## config.mk

```make
export PLATFORM = sky130hd
export DESIGN_NAME = fwd_hazard_ctrl
export DESIGN_NICKNAME = d
export VERILOG_FILES = /design/src/rtl/cpu_pkg.sv /design/src/rtl/fwd_sel_prio.sv /design/src/rtl/fwd_hazard_ctrl.sv
export SDC_FILE = /design/constraint.sdc
export NUM_CORES = 1
export LEC_CHECK = 0
export CORE_UTILIZATION = 35
export CTS_CLUSTER_DIAMETER = 80
export DETAILED_ROUTE_END_ITERATION = 12
export PLACE_DENSITY = 0.68
export SETUP_SLACK_MARGIN = 0.02
export SLEW_MARGIN = 20
export SYNTH_ARGS = -nofsm -noshare
export SYNTH_HDL_FRONTEND = slang
export SYNTH_HIERARCHICAL = 1
export SYNTH_SLANG_ARGS = --single-unit
export TNS_END_PERCENT = 100
```

## constraint.sdc

```tcl
create_clock -name i_clk -period 3.5 [get_ports i_clk]
set_input_delay 0.35 -clock i_clk [delete_from_list [all_inputs] [get_ports i_clk]]
set_output_delay 0.35 -clock i_clk [all_outputs]
set_load 0.01 [all_outputs]
```

## src/rtl/cpu_pkg.sv

```systemverilog
// cpu_pkg: shared forwarding select codes, stage-tag struct and tag-match helper
package cpu_pkg;
  localparam int REG_ADDR_W = 5;
  localparam logic [1:0] FWD_RF  = 2'b00;
  localparam logic [1:0] FWD_WB  = 2'b01;
  localparam logic [1:0] FWD_MEM = 2'b10;
  localparam logic [1:0] FWD_AWB = 2'b11;
  typedef struct packed {
    logic                  valid;
    logic [REG_ADDR_W-1:0] rd;
    logic                  regwrite;
    logic                  memread;
  } stage_tag_t;
  function automatic logic tag_writes(input stage_tag_t t, input logic [REG_ADDR_W-1:0] r);
    return t.valid & t.regwrite & (t.rd == r) & (r != '0);
  endfunction
endpackage

```

## src/rtl/fwd_sel_prio.sv

```systemverilog
// fwd_sel_prio: per-operand forwarding priority encoder, newest producer wins
// Ports: i_rs/i_used source operand; i_ex/i_mem/i_wb pre-edge stage tags; o_sel mux select.
module fwd_sel_prio
  import cpu_pkg::*;
(
  input  logic [REG_ADDR_W-1:0] i_rs,
  input  logic                  i_used,
  input  stage_tag_t            i_ex,
  input  stage_tag_t            i_mem,
  input  stage_tag_t            i_wb,
  output logic [1:0]            o_sel
);
  // Stage names shift by one at the edge: EX producer is in MEM next cycle, and so on.
  always_comb
    o_sel = !i_used                ? FWD_RF  :
            tag_writes(i_ex,  i_rs) ? FWD_MEM :
            tag_writes(i_mem, i_rs) ? FWD_WB  :
            tag_writes(i_wb,  i_rs) ? FWD_AWB : FWD_RF;
endmodule

```

## src/rtl/fwd_hazard_ctrl.sv

```systemverilog
// fwd_hazard_ctrl: EX operand forwarding selects, load-use stall and stall counter
// Ports: i_clk/i_rst clock and sync reset; i_id_* decoded ID instruction; i_flush kills ID;
// i_hold freezes everything; o_fwd_a_sel/o_fwd_b_sel registered mux selects for the
// instruction in EX; o_stall combinational load-use stall; o_stall_cnt saturating stall count.
module fwd_hazard_ctrl #(
  parameter int REG_ADDR_W = 5,
  parameter int CNT_W      = 32
) (
  input  logic                  i_clk,
  input  logic                  i_rst,
  input  logic                  i_id_valid,
  input  logic [REG_ADDR_W-1:0] i_id_rs1,
  input  logic [REG_ADDR_W-1:0] i_id_rs2,
  input  logic                  i_id_rs1_used,
  input  logic                  i_id_rs2_used,
  input  logic [REG_ADDR_W-1:0] i_id_rd,
  input  logic                  i_id_regwrite,
  input  logic                  i_id_memread,
  input  logic                  i_flush,
  input  logic                  i_hold,
  output logic [1:0]            o_fwd_a_sel,
  output logic [1:0]            o_fwd_b_sel,
  output logic                  o_stall,
  output logic [CNT_W-1:0]      o_stall_cnt
);
  import cpu_pkg::*;
  stage_tag_t       r_ex, r_mem, r_wb, r_awb;
  stage_tag_t       w_id_tag;
  logic [1:0]       w_sel_a, w_sel_b;
  logic [1:0]       r_sel_a, r_sel_b;
  logic [CNT_W-1:0] r_stall_cnt;
  logic             w_issue;
  always_comb begin
    w_id_tag = '{valid: 1'b1, rd: i_id_rd, regwrite: i_id_regwrite, memread: i_id_memread};
    o_stall  = i_id_valid & !i_flush & r_ex.valid & r_ex.memread & (r_ex.rd != '0) &
               ((i_id_rs1_used & (r_ex.rd == i_id_rs1)) | (i_id_rs2_used & (r_ex.rd == i_id_rs2)));
    w_issue  = i_id_valid & !i_flush & !o_stall;
  end
  fwd_sel_prio u_sel_a (
    .i_rs   (i_id_rs1),
    .i_used (i_id_rs1_used),
    .i_ex   (r_ex),
    .i_mem  (r_mem),
    .i_wb   (r_wb),
    .o_sel  (w_sel_a)
  );
  fwd_sel_prio u_sel_b (
    .i_rs   (i_id_rs2),
    .i_used (i_id_rs2_used),
    .i_ex   (r_ex),
    .i_mem  (r_mem),
    .i_wb   (r_wb),
    .o_sel  (w_sel_b)
  );
  always_ff @(posedge i_clk) begin
    if (i_rst) begin
      r_ex        <= '0;
      r_mem       <= '0;
      r_wb        <= '0;
      r_awb       <= '0;
      r_sel_a     <= FWD_RF;
      r_sel_b     <= FWD_RF;
      r_stall_cnt <= '0;
    end else if (!i_hold) begin
      r_awb   <= r_wb;
      r_wb    <= r_mem;
      r_mem   <= r_ex;
      r_ex    <= w_issue ? w_id_tag : '0;
      r_sel_a <= w_issue ? w_sel_a : FWD_RF;
      r_sel_b <= w_issue ? w_sel_b : FWD_RF;
      if (o_stall && r_stall_cnt != '1)
        r_stall_cnt <= r_stall_cnt + CNT_W'(1);
    end
  end
  assign o_fwd_a_sel = r_sel_a;
  assign o_fwd_b_sel = r_sel_b;
  assign o_stall_cnt = r_stall_cnt;
endmodule
```

==> results.toml <==
[routing]
wire_per_inst_um = 14.97
drtAntennaViolNets = 0
first_iter_violations = 129
routed_wl_mm = 7.697
drt-pass1-iter-count = 4
vias = 2718
viasPerCell = 5.288
drc = 0

[pwr]
pwr-share-seq_pct = 47.1
p_int_w = 0.001071
ir_drop_v = 0.0001986
p_per_area_mw_per_mm2 = 360.4
switchingPower_w = 0.0003527
clkPwrFrac_pct = 45.7
switching_share_pct = 24.76
total_power_w = 0.001424
p_comb_share_pct = 7.1
p_leak_nw = 1.391

[timing]
slew_viol_final = 0
rsz0062_at_grt = "no"
finalHoldWorstSlack_ns = 0.4940
finalHoldViolCount = 0
slew_headroom_pct = 36.72
worst_pin_slew_ns = 0.9492
fin_skew_ns = 0.01182
fin_crit_sh_pct = 76.55
layout_min_cycle_time_ns = 2.679
max_freq_mhz = 373.2
fin_tns_setup_ns = 0
finalSetupViolCount = 0

[synth]
synth_cells = 345
ys_warn_count = 6
synth_area_per_cell_um2 = 8.896
syn_area_mm2 = 0.003069
syn_nets = 370

[setup_path]
end_kind = "output pin"
start_kind = "flop"
arrival_ns = 2.33
cp_max_fo = 9
required_ns = 3.15
path_class = "flop to output pin"

[clock_network]
cts_tree = "yes"
htreeDepth = 3
cts_inserted_buffers = 9
clk_path_buf_depth = 2
clk_pin_slew_worst_paths_ns = 0.07
post_cts_buffers = 0
holdBufCountCts = 0
cts.sinks = 58
clkLatencyLatePin_ns = 0.34
cts_resized = 0
cts_root_buf = "clkbuf_8"

[die]
die-area_mm2 = 0.009148
die_x_um = 95.65
rows = 33
fp.coreArea_mm2 = 0.008341
start_util_pct = 36.80
die_h_um = 95.65
io_pins = 61

[global_route]
grt_overflow = 0
track_usage_pct = 17.97
grt_max_degree = 53
antenna_found_initial = 0
grt_pass1_vias = 2535
grt_pass1_wl_mm = 12.47

[flow_run]
maxCapViolations = 0

[cells_and_area]
regArea_mm2 = 0.001161
final_layout_size_suffix_gt1_share_pct = 7.824
multi_input_area_mm2 = 0.001812
final_nets = 429
fillerInstances = 801
stdcell_area_mm2 = 0.003951
syn2layout_area_growth_pct = 28.74
antennaDiodeCount = 0

[hold_path]
hold_class = "flop to flop"

[placed_design]
dpl_cell_area_mm2 = 0.003741
gp_congestion = 0.8422
port_buffers = 60
dp_hpwl_mm = 5.458

[status]
status = "completed"
-- metrics by stage --
stage          std cells  worst slack, ns  util [%]
2_1_floorplan        345            1.413         -
3_3_place_gp         498           0.7153     44.85
3_5_place_dp         498           0.7104     44.85
4_1_cts              514           0.8067     47.37
5_1_grt              514           0.7254     47.37
6_report             514           0.8206     47.37
-- critical path: stages, from the launching register on --
cell and delay, ns:
dfxtp_1 0.44, or4_1 0.60, o211a_1 0.24, and4b_1 0.23, clkdlybuf4s50_1 0.48
-- cell usage in the layout (no fill, tap or decap), types with 4 or more instances in the layout --
cell type,count
nand4_1,19
clkdlybuf4s50_1,59
o31ai_1,4
and4_1,4
and3_1,4
nor2b_1,6
nand3_1,15
or4_1,10
a21oi_1,14
clkbuf_8,10
o21ai_0,9
nor2_1,39
a22o_1,13
nand2_1,19
inv_1,5
xnor2_1,30
dfxtp_1,58
or3_1,8
mux2i_1,15
xor2_1,20
-- area by class of cell --
cell class,count,share of cell area (%)
Sequential cell,58,29.39
Clock buffer,10,3.483
Clock inverter,6,1.837
Multi-Input combinational cell,266,45.85
Inverter,7,0.6650
Timing Repair Buffer,62,15.45
Tap cell,105,3.325
-- flip-flops by register name, indices dropped and copies added (netlist names) --
signal and flops:
o_fwd_a_sel 2, o_fwd_b_sel 2, o_stall_cnt 32, r_ex 8, r_mem 7, r_wb 7
-- routing by layer --
metal / GRT usage [%] / up-vias / wire, um
met5: 0 / - / 0
met4: 7.214 / 0 / 86
met3: 5.742 / 6 / 438
met2: 27.86 / 68 / 3547
met1: 23.00 / 1279 / 3624
li1: - / 1365 / -
-- final timing paths --
path	start	to	slack, ns	depth (start not counted)
max	r_ex[3]	o_stall	0.82	4
min	o_fwd_b_sel[1]	o_fwd_b_sel[1]	0.49	1
max reg2reg	r_ex[3]	o_stall_cnt[31]	1.00	6
min reg2reg	o_fwd_b_sel[1]	o_fwd_b_sel[1]	0.49	1
-- power by group through the flow --
stage          logic (W)  clock network, W  registers [W]
2_1_floorplan  0.0000573                 0       0.000683
3_3_place_gp    0.000100                 0       0.000686
3_5_place_dp    0.000101                 0       0.000686
4_1_cts         0.000102          0.000679       0.000671
5_1_grt         0.000111          0.000703       0.000672
6_report        0.000102          0.000651       0.000671
Power figures use the tool's default switching activity.
==> patch 1, RTL diff (config.mk and constraints unchanged) <==
`CNT_W`: 32 -> 48.
--- a/src/rtl/fwd_hazard_ctrl.sv
+++ b/src/rtl/fwd_hazard_ctrl.sv
@@ -6,3 +6,3 @@
   parameter int REG_ADDR_W = 5,
-  parameter int CNT_W      = 32
+  parameter int CNT_W      = 48
 ) (
Interface: changed (resized o_stall_cnt); port bits go from 61 to 77. No check against the original RTL was run, so the function may have changed too.
==> patch 1 against the unedited design <==
- register-to-register slack worse by 0.45 ns
- sequential cell count increased by 16
- area after synthesis increased by 34%
- design area rose by 34%
- count of clock-buffer cells in the layout shrank 1
- sequential power increased by 27%
- largest cell class unchanged
- wire length rose by 47%
- hold slack better by 0.019 ns
- clock power increased by 48%
- worst setup slack worse by 0.27 ns
- die area up 33%
- critical path type is now register to register
- total power is 35% higher
- via count increased by 47%
==> patch 1: results (changes against the unedited design) <==
FINAL LAYOUT
--------------------------------------------------------------------------
Max FFs per register                                                    48   +50%
Count of inverters not on the clock network in the layout               12   +5
Nets@finish                                                            587   +37%
Number of filler cells placed in the layout                          1,131   +41%
Clk tree area frac                                                  0.0580   +0.00478
Number of combinational gates with multiple inputs                     381   +43%
Storage element area                                            1480 sq um   +28%
Footprint of the multi-input gates                              2460 sq um   +36%
Share of final layout cell area taken by non-clock buffers           0.154   -0.000245
Clock buffer cells                                                       9   -1

PWR
--------------------------------------------------------------------------
Static leakage                                                     1.63 nW   +17%
Power share of the clock group                                       0.499   +0.042
Internal power consumption                                       0.00152 W   +41%
Comb group                                                      0.000111 W   +9%

CRITICAL PATH
--------------------------------------------------------------------------
CP Max Fanout                                                           16   +7
Data arrival time of the critical path                             3.20 ns   +0.87 ns

CLOCK TREE
--------------------------------------------------------------------------
Clock root buffer                                                clkbuf_16

ROUTING
--------------------------------------------------------------------------
Initial DRC count                                                      275   +110%
DRT Wirelength                                                   11,300 um   +47%
Overall via count from detail_route                                  4,009   +47%

RUN STATUS
--------------------------------------------------------------------------
Run status                                                    finished clean

TIMING
--------------------------------------------------------------------------
Max-slew headroom                                                    0.310   -0.0572

PLACE
--------------------------------------------------------------------------
Cell Area, Placed                                               4980 sq um   +33%
Half-perimeter wire length of the detailed placement result        7980 um   +46%
Cell count after placement                                             694   +39%
Routability congestion estimate                                      0.904   +7.3%
Place WS                                                          0.315 ns   -0.395 ns

GRT
--------------------------------------------------------------------------
Number of global-route vias before repair                            3,811   +50%
Total routing usage reported by global routing                       0.187   +0.00709

patch 1: worst paths after layout:
path	start	to	slack, ns	cells after the start
setup / recovery	o_stall_cnt[2]	o_stall_cnt[47]	0.55	7
hold / removal	o_stall_cnt[23]	o_stall_cnt[23]	0.51	2
setup reg to reg	o_stall_cnt[2]	o_stall_cnt[47]	0.55	7
hold reg to reg	o_stall_cnt[23]	o_stall_cnt[23]	0.51	2
patch 1: stage by stage:
step	total power, W	hold slack (ns)
floorplan	0.000931	0.481
global placement	0.000980	0.489
detailed placement	0.000983	0.502
CTS	0.00195	0.513
global route	0.00199	0.540
finish	0.00193	0.513
patch 1: routing by layer:
| layer | wire length, um | part of all wire | GRT usage |
|---|---|---|---|
| met1 | 5040 | 0.44 | 0.232 |
| met2 | 5560 | 0.49 | 0.316 |
| met3 | 461 | 0.041 | 0.0368 |
| met4 | 268 | 0.024 | 0.0729 |
| met5 | 0 | 0 | 0 |
==> patch 2, RTL diff (same flow settings) <==
Made on the original files. Put one more register stage on the output `o_stall_cnt`, cleared by the reset. The value now appears one clock later. The other outputs are not delayed to match. Comments in the files are not updated.
--- a/src/rtl/fwd_hazard_ctrl.sv
+++ b/src/rtl/fwd_hazard_ctrl.sv
@@ -76,3 +76,9 @@
   assign o_fwd_b_sel = r_sel_b;
-  assign o_stall_cnt = r_stall_cnt;
+  always_ff @(posedge i_clk) begin
+    if (i_rst) begin
+      o_stall_cnt <= '0;
+    end else begin
+      o_stall_cnt <= r_stall_cnt;
+    end
+  end
 endmodule
Behaviour: not the same (Yosys sat finds a counterexample within 4 cycles, from zero or initial values and one cycle with i_rst high).
==> patch 2 against the unedited design <==
- design area grew 28%
- area after synthesis grew 30%
- die area grew 30%
- count of clock-buffer cells in the layout grew 1
- sequential cell count grew 32
- wire length grew 12%
- total power grew 53%
- clock power grew 60%
- cell count grew 20%
- global-route usage shrank 2.5 points
- worst setup slack lost 0.096 ns
- maximum frequency shrank 3.5%
- critical path type is now register to register
==> patch 2: results (changes against the unedited design) <==
PWR
-------------------------------------------------------------------------
Max rail drop VDD                                                0.278 mV   +40%
Internal power consumption                                      0.00173 W   +61%

FINAL LAYOUT
-------------------------------------------------------------------------
Clk tree area frac                                                 0.0650   +0.0118
Count of sequential standard cells                                     90   +55%
Footprint of the multi-input gates                             2050 sq um   +13%
Count of inverters not on the clock network in the layout              12   +5
Share of final layout cell area taken by non-clock buffers          0.127   -0.0275
Clock buffer cells                                                     11   +1
Proportion of layout cells with a drive suffix above 1              0.100   +0.0220
Storage element area                                           1800 sq um   +55%
Share of cell area taken by multi-input logic gates                 0.407   -0.0516
Number of combinational gates with multiple inputs                    295   +11%
Number of filler cells placed in the layout                         1,035   +29%

CRITICAL PATH
-------------------------------------------------------------------------
Setup Crit Path Kind                                         register to register
Worst reg2reg path endpoint                                  r_stall_cnt[17]
CP Max Fanout                                                          21   +12
CP max-delay cell                                                o311ai_4
Launching instance or port of the critical path              r_stall_cnt[0]
Data arrival time of the critical path                            2.95 ns   +0.62 ns
Worst Reg2Reg Path Length in Cells                                      8   +2
Setup slack of the most critical reg-to-reg path                  0.72 ns   -0.28 ns
Peak per-stage delay on the critical path                         0.78 ns   +0.18 ns

ROUTING
-------------------------------------------------------------------------
Initial DRC count                                                     174   +35%
Vias per cell                                                        5.12   -3.1%
Detail Route met3 WL                                               447 um   +2.1%
Met2 wire length                                                  4140 um   +17%
Met1 layer wirelength in the final routing                        3940 um   +8.8%
DRT Wirelength                                                    8640 um   +12%

PLACE
-------------------------------------------------------------------------
Routability congestion estimate                                     0.881   +4.6%
Cell Area, Placed                                              4710 sq um   +26%
Place WS                                                         0.614 ns   -0.0967 ns

WORST HOLD PATH
-------------------------------------------------------------------------
Startpoint of the tightest hold check path                        r_ex[0]
Kind of path behind the tightest hold check                  register to register
Min-Delay Endpoint                                                r_ex[0]

GRT
-------------------------------------------------------------------------
Grt met2 use                                                        0.262   -0.0168
GR met1 Demand/Resource                                             0.189   -0.0406
Pin count of the biggest net entering global routing                   62   +17%
M3 GR Usage                                                        0.0400   -0.0174
Number of global-route vias before repair                           3,119   +23%
Total routing usage reported by global routing                      0.154   -0.0253

LOGIC SYNTHESIS
-------------------------------------------------------------------------
Avg Cell Area, Syn                                             9.65 sq um   +8.5%

RUN STATUS
-------------------------------------------------------------------------
Run status                                                   finished clean

TIMING
-------------------------------------------------------------------------
Worst hold slack                                                 0.485 ns   -0.00899 ns
Max-slew headroom                                                   0.319   -0.0486
Setup skew after layout                                         0.0126 ns   +0.000800 ns

CLOCK TREE
-------------------------------------------------------------------------
Worst-skew pair later-pin latency                                 0.34 ns   about the same

-- patch 2: cell count changes in the layout (fill, tap and decap cells not counted), sizes merged, moves of 3 or more --
cell,before,now
buf,3,7
dfxtp,58,90
nand2,20,28
nor2,41,31
o21ai,9,17
mux2,2,7
nor3,4,9
inv,10,13
nor4,3,6
nand4,19,10
or4,10,17
nor2b,6,29
xor2,20,6
-- patch 2: power groups by stage --
| stage | registers [W] | clock network [W] | logic [W] |
|---|---|---|---|
| CTS | 0.00103 | 0.00107 | 0.000105 |
| finish | 0.00104 | 0.00104 | 0.000105 |
| global placement | 0.00106 | 0 | 0.000103 |
| detailed placement | 0.00106 | 0 | 0.000104 |
| floorplan | 0.00106 | 0 | 0.0000582 |
| global route | 0.00103 | 0.00111 | 0.000114 |
-- patch 2: worst max-delay path: cells and delay by family (launching register included) --
kind	cells	cell delay [ns]
compound gates	2	0.84
fa+ha+maj	1	0.22
buf+inv	1	0.30
flops	1	0.40
simple gates	4	0.86
